## src/rtl/eth_frame_pkg.sv

```systemverilog
// rtl/eth_frame_pkg.sv - shared constants, FSM state types and keep helper for the eth frame transactor
package eth_frame_pkg;

  localparam int ETH_HDR_BYTES = 14;
  localparam int ETH_HDR_W     = 112;

  localparam int ERR_SHORT = 0;
  localparam int ERR_LONG  = 1;
  localparam int ERR_TUSER = 2;

  typedef enum logic [1:0] {TX_IDLE, TX_HDR, TX_PAY} tx_state_t;
  typedef enum logic [1:0] {RX_IDLE, RX_PAY, RX_HOLD} rx_state_t;

  // Sized for the widest supported bus (512 bits = 64 keep lanes).
  function automatic logic [6:0] keep_popcount(input logic [63:0] keep);
    logic [6:0] n;
    n = '0;
    for (int i = 0; i < 64; i++) n = n + 7'(keep[i]);
    return n;
  endfunction

endpackage

```

## src/rtl/eth_frame_rx.sv

```systemverilog
// rtl/eth_frame_rx.sv - RX FSM that collects a header plus payload beats into one flat frame
module eth_frame_rx
  import eth_frame_pkg::*;
#(
  parameter int DATA_WIDTH    = 8,
  parameter int KEEP_WIDTH    = DATA_WIDTH / 8,
  parameter int PAYLOAD_BYTES = 28,
  parameter int FRAME_W       = (ETH_HDR_BYTES + PAYLOAD_BYTES) * 8
) (
  input  logic                  clk,
  input  logic                  rst_n,
  input  logic                  s_eth_hdr_valid,
  output logic                  s_eth_hdr_ready,
  input  logic [47:0]           s_eth_dest_mac,
  input  logic [47:0]           s_eth_src_mac,
  input  logic [15:0]           s_eth_type,
  input  logic [DATA_WIDTH-1:0] s_eth_payload_axis_tdata,
  input  logic [KEEP_WIDTH-1:0] s_eth_payload_axis_tkeep,
  input  logic                  s_eth_payload_axis_tvalid,
  output logic                  s_eth_payload_axis_tready,
  input  logic                  s_eth_payload_axis_tlast,
  input  logic                  s_eth_payload_axis_tuser,
  output logic                  rx_frame_valid,
  input  logic                  rx_frame_ready,
  output logic [FRAME_W-1:0]    rx_frame_data,
  output logic [15:0]           rx_frame_len,
  output logic [2:0]            rx_frame_error
);

  localparam int PAY_W = PAYLOAD_BYTES * 8;

  rx_state_t         rx_state, rx_next;
  logic [47:0]       dest_q, src_q;
  logic [15:0]       type_q, cnt_q, cnt_next;
  logic [PAY_W-1:0]  pay_q;
  logic [2:0]        err_q, err_next;
  logic [6:0]        nkeep;
  logic [16:0]       cnt_sum;
  logic              hdr_fire, beat_fire;

  assign hdr_fire  = s_eth_hdr_valid && (rx_state == RX_IDLE);
  assign beat_fire = s_eth_payload_axis_tvalid && (rx_state == RX_PAY);
  assign nkeep     = keep_popcount(64'(s_eth_payload_axis_tkeep));
  assign cnt_sum   = {1'b0, cnt_q} + {10'b0, nkeep};
  assign cnt_next  = cnt_sum[16] ? 16'hFFFF : cnt_sum[15:0];

  always_comb begin
    err_next            = '0;
    err_next[ERR_SHORT] = cnt_next < 16'(PAYLOAD_BYTES);
    err_next[ERR_LONG]  = cnt_next > 16'(PAYLOAD_BYTES);
    err_next[ERR_TUSER] = s_eth_payload_axis_tuser;
  end

  always_ff @(posedge clk or negedge rst_n) begin
    if (!rst_n) rx_state <= RX_IDLE;
    else        rx_state <= rx_next;
  end

  always_comb begin
    rx_next = rx_state;
    case (rx_state)
      RX_IDLE: if (s_eth_hdr_valid) rx_next = RX_PAY;
      RX_PAY:  if (s_eth_payload_axis_tvalid && s_eth_payload_axis_tlast) rx_next = RX_HOLD;
      RX_HOLD: if (rx_frame_ready) rx_next = RX_IDLE;
      default: rx_next = RX_IDLE;
    endcase
  end

  // Each kept lane lands at byte position cnt+lane; positions past the buffer are only counted.
  always_ff @(posedge clk or negedge rst_n) begin
    if (!rst_n) begin
      dest_q <= '0;
      src_q  <= '0;
      type_q <= '0;
      pay_q  <= '0;
      cnt_q  <= '0;
      err_q  <= '0;
    end else if (hdr_fire) begin
      dest_q <= s_eth_dest_mac;
      src_q  <= s_eth_src_mac;
      type_q <= s_eth_type;
      pay_q  <= '0;
      cnt_q  <= '0;
      err_q  <= '0;
    end else if (beat_fire) begin
      for (int k = 0; k < PAYLOAD_BYTES; k++)
        for (int i = 0; i < KEEP_WIDTH; i++)
          if (7'(i) < nkeep && ({1'b0, cnt_q} + 17'(i)) == 17'(k))
            pay_q[(PAYLOAD_BYTES-1-k)*8 +: 8] <= s_eth_payload_axis_tdata[8*i +: 8];
      cnt_q <= cnt_next;
      if (s_eth_payload_axis_tlast) err_q <= err_next;
    end
  end

  assign s_eth_hdr_ready           = rst_n && (rx_state == RX_IDLE);
  assign s_eth_payload_axis_tready = (rx_state == RX_PAY);
  assign rx_frame_valid            = (rx_state == RX_HOLD);
  assign rx_frame_data             = {dest_q, src_q, type_q, pay_q};
  assign rx_frame_len              = cnt_q;
  assign rx_frame_error            = err_q;

endmodule

```

## src/rtl/eth_frame_xfer.sv

```systemverilog
// rtl/eth_frame_xfer.sv - flat frame <-> eth header + payload stream adapter (TX inline, RX sub-module)
module eth_frame_xfer
  import eth_frame_pkg::*;
#(
  parameter int DATA_WIDTH    = 8,
  parameter int KEEP_WIDTH    = DATA_WIDTH / 8,
  parameter int PAYLOAD_BYTES = 28,
  parameter int FRAME_W       = (ETH_HDR_BYTES + PAYLOAD_BYTES) * 8
) (
  input  logic                  clk,
  input  logic                  rst_n,
  input  logic                  tx_frame_valid,
  output logic                  tx_frame_ready,
  input  logic [FRAME_W-1:0]    tx_frame_data,
  output logic                  m_eth_hdr_valid,
  input  logic                  m_eth_hdr_ready,
  output logic [47:0]           m_eth_dest_mac,
  output logic [47:0]           m_eth_src_mac,
  output logic [15:0]           m_eth_type,
  output logic [DATA_WIDTH-1:0] m_eth_payload_axis_tdata,
  output logic [KEEP_WIDTH-1:0] m_eth_payload_axis_tkeep,
  output logic                  m_eth_payload_axis_tvalid,
  input  logic                  m_eth_payload_axis_tready,
  output logic                  m_eth_payload_axis_tlast,
  output logic                  m_eth_payload_axis_tuser,
  input  logic                  s_eth_hdr_valid,
  output logic                  s_eth_hdr_ready,
  input  logic [47:0]           s_eth_dest_mac,
  input  logic [47:0]           s_eth_src_mac,
  input  logic [15:0]           s_eth_type,
  input  logic [DATA_WIDTH-1:0] s_eth_payload_axis_tdata,
  input  logic [KEEP_WIDTH-1:0] s_eth_payload_axis_tkeep,
  input  logic                  s_eth_payload_axis_tvalid,
  output logic                  s_eth_payload_axis_tready,
  input  logic                  s_eth_payload_axis_tlast,
  input  logic                  s_eth_payload_axis_tuser,
  output logic                  rx_frame_valid,
  input  logic                  rx_frame_ready,
  output logic [FRAME_W-1:0]    rx_frame_data,
  output logic [15:0]           rx_frame_len,
  output logic [2:0]            rx_frame_error
);

  localparam int NB         = (PAYLOAD_BYTES + KEEP_WIDTH - 1) / KEEP_WIDTH;
  localparam int PAY_W      = PAYLOAD_BYTES * 8;
  localparam int PAD_W      = NB * DATA_WIDTH;
  localparam int LAST_BYTES = PAYLOAD_BYTES - (NB - 1) * KEEP_WIDTH;
  localparam logic [KEEP_WIDTH-1:0] LAST_KEEP = {KEEP_WIDTH{1'b1}} >> (KEEP_WIDTH - LAST_BYTES);

  tx_state_t        tx_state, tx_next;
  logic [PAD_W-1:0] pay_q;
  logic [15:0]      beat_q;
  logic             tx_last;

  assign tx_last = (beat_q == 16'(NB - 1));

  always_ff @(posedge clk or negedge rst_n) begin
    if (!rst_n) tx_state <= TX_IDLE;
    else        tx_state <= tx_next;
  end

  always_comb begin
    tx_next = tx_state;
    case (tx_state)
      TX_IDLE: if (tx_frame_valid) tx_next = TX_HDR;
      TX_HDR:  if (m_eth_hdr_ready) tx_next = TX_PAY;
      TX_PAY:  if (m_eth_payload_axis_tready && tx_last) tx_next = TX_IDLE;
      default: tx_next = TX_IDLE;
    endcase
  end

  // Payload is left-aligned and zero-padded to whole beats, so the top lanes are always the next bytes.
  always_ff @(posedge clk or negedge rst_n) begin
    if (!rst_n) begin
      m_eth_dest_mac <= '0;
      m_eth_src_mac  <= '0;
      m_eth_type     <= '0;
      pay_q          <= '0;
      beat_q         <= '0;
    end else if (tx_state == TX_IDLE && tx_frame_valid) begin
      m_eth_dest_mac <= tx_frame_data[FRAME_W-1 -: 48];
      m_eth_src_mac  <= tx_frame_data[FRAME_W-49 -: 48];
      m_eth_type     <= tx_frame_data[FRAME_W-97 -: 16];
      pay_q          <= PAD_W'(tx_frame_data[PAY_W-1:0]) << (PAD_W - PAY_W);
      beat_q         <= '0;
    end else if (tx_state == TX_PAY && m_eth_payload_axis_tready) begin
      pay_q  <= pay_q << DATA_WIDTH;
      beat_q <= beat_q + 16'd1;
    end
  end

  for (genvar i = 0; i < KEEP_WIDTH; i++) begin : g_lane
    assign m_eth_payload_axis_tdata[8*i +: 8] = pay_q[PAD_W-1-8*i -: 8];
  end

  assign tx_frame_ready            = rst_n && (tx_state == TX_IDLE);
  assign m_eth_hdr_valid           = (tx_state == TX_HDR);
  assign m_eth_payload_axis_tvalid = (tx_state == TX_PAY);
  assign m_eth_payload_axis_tlast  = (tx_state == TX_PAY) && tx_last;
  assign m_eth_payload_axis_tkeep  = (tx_state != TX_PAY) ? '0 : (tx_last ? LAST_KEEP : '1);
  assign m_eth_payload_axis_tuser  = 1'b0;

  eth_frame_rx #(
    .DATA_WIDTH   (DATA_WIDTH),
    .KEEP_WIDTH   (KEEP_WIDTH),
    .PAYLOAD_BYTES(PAYLOAD_BYTES),
    .FRAME_W      (FRAME_W)
  ) u_rx (
    .clk                      (clk),
    .rst_n                    (rst_n),
    .s_eth_hdr_valid          (s_eth_hdr_valid),
    .s_eth_hdr_ready          (s_eth_hdr_ready),
    .s_eth_dest_mac           (s_eth_dest_mac),
    .s_eth_src_mac            (s_eth_src_mac),
    .s_eth_type               (s_eth_type),
    .s_eth_payload_axis_tdata (s_eth_payload_axis_tdata),
    .s_eth_payload_axis_tkeep (s_eth_payload_axis_tkeep),
    .s_eth_payload_axis_tvalid(s_eth_payload_axis_tvalid),
    .s_eth_payload_axis_tready(s_eth_payload_axis_tready),
    .s_eth_payload_axis_tlast (s_eth_payload_axis_tlast),
    .s_eth_payload_axis_tuser (s_eth_payload_axis_tuser),
    .rx_frame_valid           (rx_frame_valid),
    .rx_frame_ready           (rx_frame_ready),
    .rx_frame_data            (rx_frame_data),
    .rx_frame_len             (rx_frame_len),
    .rx_frame_error           (rx_frame_error)
  );

endmodule
```

## config.mk

```make
export PLATFORM = sky130hd
export DESIGN_NAME = eth_frame_xfer
export DESIGN_NICKNAME = d
export VERILOG_FILES = /design/src/rtl/eth_frame_pkg.sv /design/src/rtl/eth_frame_rx.sv /design/src/rtl/eth_frame_xfer.sv
export SDC_FILE = /design/constraint.sdc
export NUM_CORES = 1
export LEC_CHECK = 0
export ABC_AREA = 1
export CELL_PAD_IN_SITES_DETAIL_PLACEMENT = 0
export CELL_PAD_IN_SITES_GLOBAL_PLACEMENT = 2
export CORE_AREA = 2 2 370 372
export DETAILED_ROUTE_END_ITERATION = 8
export DIE_AREA = 0 0 372 374
export PLACE_DENSITY = 0.76
export SYNTH_ARGS = -nofsm -noshare
export SYNTH_HDL_FRONTEND = slang
export SYNTH_SLANG_ARGS = --single-unit
```

## constraint.sdc

```tcl
create_clock -name clk -period 4.2 [get_ports clk]
set_input_delay 0.84 -clock clk [delete_from_list [all_inputs] [get_ports clk]]
set_output_delay 0.84 -clock clk [all_outputs]
set_load 0.05 [all_outputs]
```

==> results by group <==
Status
  • Run status: completed

Critical path
  • Largest fanout on the critical path: 5
  • Critical path required time: 3.36 ns
  • Worst path arrival time: 2.73 ns
  • Crit path launch type: flop
  • Type of destination of the critical path: output pin
  • Critical Setup Path Class: reg -> out

Synthesis
  • Largest cells by area after synthesis: sky130_fd_sc_hd__dfrtp_1 61%, sky130_fd_sc_hd__nand2_1 16%, sky130_fd_sc_hd__o221ai_1 5.8%
  • Flip-flop cell with the highest count after synthesis: sky130_fd_sc_hd__dfrtp_1
  • Cell taking the most area after synthesis: sky130_fd_sc_hd__dfrtp_1
  • Post-synth top area share: 61.36%
  • Synth Register Bits: 711
  • Syn Std Cell Area: just under 0.03 mm²
  • Average cell area after synthesis: 9.535 µm²
  • Yosys warning count: 0
  • Number of standard cells after synthesis: 3041
  • Number of distinct library cells after synthesis: 42
  • Number of synthesized flops with an enable pin: 0
  • Async set-or-reset flop fraction in the synthesized netlist: 100.0%
  • Sequential cell area fraction in the yosys report: a little over 60%
  • Net count after synthesis: 3511

Pwr
  • P_leak: 19.14 nW
  • Power Total: 37.99 mW
  • Power per standard cell area: 880.2 mW/mm²
  • VDD IR-drop max: a little over 400 µV

Die
  • Top-level I/O count: 951
  • Chip Width: 372 µm
  • Die Y: 374 µm
  • Std-Cell Rows: 135
  • Core Box Area: 0.1350 mm²
  • Area enclosed by the die boundary: 0.1391 mm²
  • Initial core utilization: 21.48%

Layout
  • Fraction of final layout cells sized beyond drive strength 1: 5.519%
  • Synth-to-Final Area Change: 48.85%
  • Final non-filler cell area: 0.04316 mm²
  • FILL cells: 14.00k
  • Utilization after layout: 31.98%
  • Net count, final: 4388

Clock network
  • # hold bufs at CTS: 1
  • Skew-Pair Late Insertion Delay: 0.70 ns
  • Maximum clock insertion buffer count: 3
  • Clock-pin slew of the registers on the worst-case setup and hold paths: 0.05 ns
  • Sinks on the clock net: 711
  • TritonCTS clock tree: built
  • CTS Buf Count: 86
  • Buffers inserted by post-CTS timing repair: 0
  • H-tree depth: 3
  • Post-CTS Resized: 0
  • Buffer type at the clock tree root: sky130_fd_sc_hd__clkbuf_16

Global route
  • Global-route wire length before repair: around 170000 µm
  • Total track usage: 17.08%
  • Number of global-route vias before repair: approximately 24k
  • Remaining global-route overflow: 0
  • Largest net degree at the start of global routing: 217
  • Initial antenna violation count: 61

Placed design
  • Number of input and output port buffers inserted: 949
  • Routability cong.: 0.8259
  • Cell Area, Placed: 0.04026 mm²
  • Post-DP HPWL: 90020 µm

STA
  • Slew HR: 20.52%
  • Post-route clock period utilization: 85.12%
  • Clock period minus worst slack: 3.575 ns
  • Setup repair after global routing missed its margin: no
  • TNS Setup: 0 ns
  • Number of hold-slack violations in the final timing report: 0
  • Clock skew: about 0.053 ns
  • Slew at the pin with the worst max-slew slack: between 1 and 1.5 ns
  • Total of endpoints with negative setup slack in the final report: 0
  • Number of pins with negative max-slew slack in the final report: 0
  • Top achievable clock speed: 0.2797 GHz

Hold path
  • Hold crit path type: reg -> reg

Route
  • Mean routed wirelength per cell: 21.13 µm
  • Total Wirelength: 122300 µm
  • Number of detailed-route iterations in the first pass: 7
  • Via density: 4.263
  • Post-detailed-route DRC marker count: 0
  • Iteration-0 DRC count of the detailed router: 1681
  • Remaining number of nets flagged by the antenna check after routing: 0
  • Via count: 24.67k

Run
  • Number of maximum-capacitance violations: 0
[path summary, 6_finish.rpt]
check	from	end	slack (ns)	cells after the start
hold reg to reg	u_rx.dest_q[24]	u_rx.dest_q[24]	0.47	2
setup reg to reg	u_rx.rx_state[0]	u_rx.pay_q[92]	1.70	7
hold / removal	u_rx.dest_q[24]	u_rx.dest_q[24]	0.47	2
max in group asynchronous	rst_n	u_rx.dest_q[12]	1.75	4
setup / recovery	beat_q[6]	m_eth_payload_axis_tlast	0.63	4
min in group asynchronous	rst_n	u_rx.pay_q[41]	0.64	2
[final cells by class]
cell class | count | area (µm²) | area share [%]
clock buffers | 133 | 2580 | 5.978
repair buffers | 981 | 9942 | 23.04
diodes | 21 | 52.55 | 0.1218
clock inverters | 23 | 261.5 | 0.6059
multi-input cells | 1877 | 9311 | 21.57
well taps | 1781 | 2228 | 5.163
flip-flops and latches | 711 | 17790 | 41.22
inverters | 261 | 992.2 | 2.299
[critical path, stage by stage, from the launching register on]
cell and delay [ns]:
sky130_fd_sc_hd__dfrtp_1 0.42, sky130_fd_sc_hd__nor4_1 0.34, sky130_fd_sc_hd__nand4_1 0.19, sky130_fd_sc_hd__nor2_1 0.12, sky130_fd_sc_hd__clkdlybuf4s50_1 0.97
[kinds of logic (layout without fill, tap and decap cells)]
group	after synthesis	count (layout)	synth area share (%)
AOI/OAI and AO/OA	534	534	13.84
DFF	711	711	61.36
and+or+nand+nor	1334	1334	17.82
other	1	22	0.01293
buffers and inverters	453	1398	6.684
xor gates and xnor gates	5	5	0.1510
adders and majority gates	3	3	0.1295
[placed cells by master (no fill, tap or decap), types with 18 or more instances in the layout]
cell type,n
sky130_fd_sc_hd__diode_2,21
sky130_fd_sc_hd__nand3_1,19
sky130_fd_sc_hd__clkdlybuf4s50_1,946
sky130_fd_sc_hd__nand2_1,1199
sky130_fd_sc_hd__clkbuf_1,23
sky130_fd_sc_hd__clkbuf_16,87
sky130_fd_sc_hd__o21ai_1,38
sky130_fd_sc_hd__dfrtp_1,711
sky130_fd_sc_hd__a41oi_4,22
sky130_fd_sc_hd__nor3_1,18
sky130_fd_sc_hd__o221ai_1,192
sky130_fd_sc_hd__nor2_1,70
sky130_fd_sc_hd__clkbuf_8,23
sky130_fd_sc_hd__o21ai_0,214
sky130_fd_sc_hd__inv_1,256
sky130_fd_sc_hd__a21oi_1,19
[per-layer routing]
| layer | vias to the layer above | wire (µm) | track usage, % |
|---|---|---|---|
| met4 | 46 | 3378 | 6.353 |
| met1 | 11920 | 45880 | 18.88 |
| li1 | 11720 | - | - |
| met5 | - | 313 | 0 |
| met2 | 787 | 63320 | 30.29 |
| met3 | 205 | 9437 | 5.422 |
[power breakdown]
part	switching, mW	total, mW	internal [mW]
clock	3.14	7.46	4.32
combinational	13.4	19.2	5.82
sequential	1.43	11.4	9.93
[flip-flops by register name (all words and copies together), names as in the netlist, 16 cells and up]
| name | cells |
|---|---|
| u_rx.src_q | 48 |
| u_rx.pay_q | 224 |
| u_rx.dest_q | 48 |
| u_rx.type_q | 16 |
| pay_q | 224 |
| m_eth_type | 16 |
| u_rx.rx_frame_len | 16 |
| beat_q | 16 |
| m_eth_dest_mac | 48 |
| m_eth_src_mac | 48 |
[through the flow]
stage / instances / hold WS (ns) / setup WS, ns
6_report: 5788 / 0.4748 / 0.6252
5_1_grt: 5785 / 0.4902 / 0.3892
4_1_cts: 5767 / 0.4796 / 0.5046
3_5_place_dp: 5610 / 0.4638 / 0.9636
3_3_place_gp: 5610 / 0.4607 / 0.9735
2_1_floorplan: 3041 / 0.4574 / 1.444
[Yosys cell counts, drive strengths merged, types with 3 or more instances]
| master | instances |
|---|---|
| dfrtp | 711 |
| xor2 | 5 |
| ha | 3 |
| a211oi | 3 |
| nand3 | 21 |
| a41oi | 23 |
| o221ai | 192 |
| inv | 261 |
| clkbuf | 119 |
| o22ai | 15 |
| nand4 | 8 |
| o211ai | 16 |
| nor3 | 19 |
| buf | 73 |
| nor2 | 76 |
| nand2 | 1206 |
| a21oi | 19 |
| o21ai | 260 |
| nor4 | 3 |
Power figures use the tool's default switching activity.
